--- config.mk ---
export PLATFORM = sky130hd
export DESIGN_NAME = tt_reset_sequencer
export DESIGN_NICKNAME = d
export VERILOG_FILES = /design/src/rtl/tt_reset_sequencer.sv
export SDC_FILE = /design/constraint.sdc
export NUM_CORES = 1
export LEC_CHECK = 0
export CAP_MARGIN = 0
export CELL_PAD_IN_SITES_DETAIL_PLACEMENT = 0
export CELL_PAD_IN_SITES_GLOBAL_PLACEMENT = 1
export CORE_ASPECT_RATIO = 0.6
export CORE_MARGIN = 2
export CORE_UTILIZATION = 25
export DETAILED_ROUTE_END_ITERATION = 10
export PLACE_DENSITY = 0.53
export REMOVE_ABC_BUFFERS = 1
export SLEW_MARGIN = 20
export SYNTH_ARGS = -nofsm -noshare
export SYNTH_HDL_FRONTEND = slang
export SYNTH_SLANG_ARGS = --single-unit
--- constraint.sdc ---
create_clock -name clk_bufg -period 4 [get_ports clk_bufg]
set_clock_uncertainty 0.2 [all_clocks]
set_input_delay 0.8 -clock clk_bufg [delete_from_list [all_inputs] [get_ports clk_bufg]]
set_output_delay 0.8 -clock clk_bufg [all_outputs]
set_load 0.02 [all_outputs]
--- src/rtl/tt_reset_sequencer.sv ---
// Reset sequencer: waits for divider lock and the user button, counts slow_clk edges before
// releasing the design reset, and traps a stalled slow_clk in a sticky fault state.
module tt_reset_sequencer #(
   parameter int unsigned HOLD_EDGES  = 8,
   parameter int unsigned STALL_LIMIT = 64
) (
   input  logic        clk_bufg,
   input  logic        reset_n,
   input  logic        slow_clk,
   input  logic        locked,
   input  logic        ext_rst_n,
   output logic        design_rst_n,
   output logic        slow_rise,
   output logic        slow_fall,
   output logic [1:0]  state,
   output logic        stall_fault,
   output logic [15:0] slow_cycles
);

   localparam int unsigned StallW = $clog2(STALL_LIMIT + 1);
   localparam logic [StallW-1:0] StallMax = StallW'(STALL_LIMIT);
   localparam logic [7:0] HoldLast = 8'(HOLD_EDGES - 1);

   typedef enum logic [1:0] {
      StWaitLock = 2'b00,
      StHold     = 2'b01,
      StRun      = 2'b10,
      StFault    = 2'b11
   } state_e;

   state_e            state_q, state_d;
   logic              ext_s1, ext_rst_s;
   logic              slow_q;
   logic [StallW-1:0] stall_cnt;
   logic [7:0]        edge_cnt;
   logic [15:0]       cycles_q;
   logic              enter_hold, enter_fault, leave_fault, stalled;

   // Button reset is asynchronous to clk_bufg; slow_clk and locked are sampled directly.
   always_ff @(posedge clk_bufg or negedge reset_n) begin
      if (!reset_n) begin
         ext_s1    <= 1'b0;
         ext_rst_s <= 1'b0;
         slow_q    <= 1'b0;
         slow_rise <= 1'b0;
         slow_fall <= 1'b0;
      end else begin
         ext_s1    <= ext_rst_n;
         ext_rst_s <= ext_s1;
         slow_q    <= slow_clk;
         slow_rise <= slow_clk & ~slow_q;
         slow_fall <= ~slow_clk & slow_q;
      end
   end

   always_ff @(posedge clk_bufg or negedge reset_n) begin
      if (!reset_n) begin
         stall_cnt <= '0;
      end else if (slow_rise || slow_fall) begin
         stall_cnt <= '0;
      end else if (stall_cnt != StallMax) begin
         stall_cnt <= stall_cnt + 1'b1;
      end
   end

   assign stalled = (stall_cnt == StallMax);

   always_comb begin
      state_d = state_q;
      unique case (state_q)
         StWaitLock: begin
            if (locked && ext_rst_s) state_d = StHold;
         end
         StHold, StRun: begin
            // Losing lock or the button wins over a coincident stall or hold completion.
            if (!locked || !ext_rst_s) begin
               state_d = StWaitLock;
            end else if (stalled) begin
               state_d = StFault;
            end else if (state_q == StHold && slow_rise && edge_cnt == HoldLast) begin
               state_d = StRun;
            end
         end
         StFault: begin
            if (!ext_rst_s) state_d = StWaitLock;
         end
      endcase
   end

   assign enter_hold  = (state_q == StWaitLock) && (state_d == StHold);
   assign enter_fault = (state_q != StFault) && (state_d == StFault);
   assign leave_fault = (state_q == StFault) && (state_d == StWaitLock);

   always_ff @(posedge clk_bufg or negedge reset_n) begin
      if (!reset_n) begin
         state_q      <= StWaitLock;
         design_rst_n <= 1'b0;
         stall_fault  <= 1'b0;
         edge_cnt     <= '0;
         cycles_q     <= '0;
      end else begin
         state_q      <= state_d;
         design_rst_n <= (state_d == StRun);
         if (enter_fault) begin
            stall_fault <= 1'b1;
         end else if (leave_fault) begin
            stall_fault <= 1'b0;
         end
         if (enter_hold) begin
            edge_cnt <= '0;
         end else if (state_q == StHold && slow_rise) begin
            edge_cnt <= edge_cnt + 1'b1;
         end
         if (enter_hold) begin
            cycles_q <= '0;
         end else if (state_q == StRun && slow_rise) begin
            cycles_q <= cycles_q + 1'b1;
         end
      end
   end

   assign state       = state_q;
   assign slow_cycles = cycles_q;

endmodule

==> qor.csv <==
stage,metric,value,unit
drt,highest_layer,met4,
floorplanning,die_area,8732,µm²
timing,setup_tns,0,ns
clocking,clockBufferDepth,2,
global_routing,antenna_found_initial,0,
yosys,async_flop_share,1.000,
yosys,synth_edf_count,0,
power_and_ir_drop,p_switching,0.3113,mW
place,place_area,2347,µm²
power_and_ir_drop,finalPower,1.136,mW
floorplanning,fp.dieH,73.19,µm
global_routing,overflow,0,
drt,vias,1360,
place,pre_cts_ws,1.163,ns
critical_path,setup.worst_path.end_class,flip-flop,
clocking,path_clk_slew,0.06,ns
global_routing,track_usage,0.1029,
floorplanning,die_w,119.3,µm
drt,drt-vias-per-instance,4.096,
clocking,htree_levels,2,
floorplanning,start_util,0.2550,
layout,final_cell_mix,"40 x dfrtp_1, 27 x nor2_1, 25 x clkdlybuf4s50_1",
drt,drtIter0Drc,92,
drt,met1_length,2256,µm
timing,setup_viol,0,
clocking,post_cts_buffers,0,
layout,fin_cells,332,
yosys,synth_warnings,0,
power_and_ir_drop,netSwitchingFraction,0.2740,
yosys,syn_area,1994,µm²
clocking,cts_tree,built,
critical_path,rrSetupSlack,1.23,ns
timing,hold_viol,0,
place,place_congestion,0.7018,
drt,drt_first_pass_iters,4,
critical_path,cp.arrival,2.73,ns
timing,slew_headroom,0.6352,
yosys,ys_types,35,
run,max_cap_viol_count,0,
critical_path,criticalPathCategory,flip-flop to flip-flop,
layout,fill_cells,819,
timing,fin_ws,1.226,ns
floorplanning,io_pins,27,
clocking,numCtsBuffers,5,
yosys,ys.flop_type,dfrtp_1,
drt,wl_met3,137,µm
clocking,cts.repair.resized,0,
layout,diodes,0,
clocking,insertion_delay,0.28,ns
global_routing,grt_first_pass_wirelength,7038,µm
critical_path,start_kind,flip-flop,
yosys,synth.avg_cell_area,10.33,µm²
yosys,synthCells,193,
floorplanning,core_area,7820,µm²
layout,final_common_cell,dfrtp_1,
layout,fin_util,0.3261,
floorplanning,rows,25,
timing,whs,0.1510,ns
timing,max_freq,360.5,MHz
critical_path,crit_end,edge_cnt[0],
timing,post-route-period-util,0.6934,
yosys,synth_seq_cells,40,
power_and_ir_drop,p_seq_frac,0.400,
critical_path,crit-reg2reg-launch,stall_cnt[0],
drt,wl_met2,1584,µm
clocking,clkSinkCount,40,
critical_path,critPathMaxFanout,24,
layout,drive_gt1_frac,0.1116,
run_status,status,completed,
critical_path,worst_ep_required_time,3.95,ns
critical_path,crit_start,stall_cnt[0],
clocking,ctsHoldBuffers,0,
clocking,cts_root_buffer,clkbuf_16,
critical_path,r2r-end,edge_cnt[0],
drt,ant_nets,0,
drt,post_drt_wl_per_cell,12.05,µm
global_routing,grt_max_degree,41,
hold_path,min-delay-path-class,flip-flop to flip-flop,
place,port_buffers,26,
power_and_ir_drop,intPower,0.8248,mW
global_routing,grt_pass1_vias,1398,
layout,areaGrowthSynthToFinish,27.85,%
layout,final_area,2550,µm²
drt,drt_wl_total,4002,µm
power_and_ir_drop,p_per_area,445.6,nW/µm²
power_and_ir_drop,cellLeakagePower,1.062,nW
power_and_ir_drop,pwr-share-comb,0.170,
place,post-place-cells,323,
power_and_ir_drop,p_clk_frac,0.430,
critical_path,r2r_cells,8,
timing,period_needed,2.774,ns
layout,final_nets,237,
drt,drc,0,
timing,report.final.slew_viol_count,0,
timing,rsz0062_at_grt,no,
yosys,ys_seq_area_frac,0.5019,
place,post-dp-hpwl,2809,µm
power_and_ir_drop,max-vdd-ir-drop,0.1910,mV
timing,tightest_slew,0.5397,ns
==> how the worst min path moves through the flow <==
stage | slack, ns | cells past startpoint | start | end
3_5_place_dp | 0.14 | 0 | ext_s1 | ext_rst_s
4_1_cts | 0.15 | 0 | ext_s1 | ext_rst_s
6_report | 0.15 | 0 | ext_s1 | ext_rst_s
5_1_grt | 0.17 | 0 | ext_s1 | ext_rst_s
2_1_floorplan | 0.13 | 0 | ext_s1 | ext_rst_s
3_3_place_gp | 0.14 | 0 | ext_s1 | ext_rst_s
==> sequential cells by signal, indices dropped and copies added (netlist names) <==
register and count:
slow_cycles 16, edge_cnt 8, stall_cnt 7, state 2, design_rst_n 1, ext_rst_s 1
ext_s1 1, slow_fall 1, slow_q 1, slow_rise 1, stall_fault 1
==> final cells by class <==
class / count / area (µm²) / share of cell area
clock buffers: 7 / 152.6 / 0.05986
clock inverters: 1 / 30.03 / 0.01178
flip-flops and latches: 40 / 1001 / 0.3925
well taps: 108 / 135.1 / 0.05299
repair buffers: 28 / 282.8 / 0.1109
inverters: 8 / 30.03 / 0.01178
multi-input cells: 140 / 918.4 / 0.3602
==> kinds of logic after synthesis <==
kind of cell / count (synthesis) / synth area share
buffers and inverters: 13 / 0.03764
adder cells (fa/ha/maj): 9 / 0.05646
flip-flops: 40 / 0.5019
XOR/XNOR: 28 / 0.1230
AO/OA/AOI/OAI: 15 / 0.05960
AND/OR/NAND/NOR: 88 / 0.2215
==> synthesized netlist by cell type, types with 4 or more instances <==
cell,instances,area [µm²]
ha_1,9,112.6
xnor2_1,18,157.7
nor2_1,27,101.4
inv_1,8,30.03
nand3_1,8,40.04
nor2b_1,4,25.02
nor2_2,10,62.56
xor2_1,10,87.58
a21oi_1,5,25.02
nand4_1,6,37.54
nand2_1,16,60.06
dfrtp_1,40,1001
and3_1,4,25.02
==> power groups by stage <==
stage	combinational, mW	sequential [mW]	clock [mW]
after global routing	0.225	0.460	0.521
after CTS	0.197	0.453	0.503
after floorplan	0.118	0.462	0
final	0.194	0.454	0.488
after detailed placement	0.198	0.461	0
after global placement	0.196	0.463	0
==> critical path, stage by stage, from the launching register on <==
cell and delay [ns]:
dfrtp_1 0.43, inv_1 0.07, ha_1 0.13, nor4b_1 0.45, nand2_1 0.31, o211ai_1 0.43
and3b_1 0.22, buf_4 0.30, nor2_1 0.09
==> routing by layer <==
metal,up-vias,GRT usage
li1,701,-
met1,641,0.1544
met2,16,0.1443
met3,2,0.02813
met4,0,0.02745
met5,-,0
Note: power is estimated with default switching activity, not from simulation.
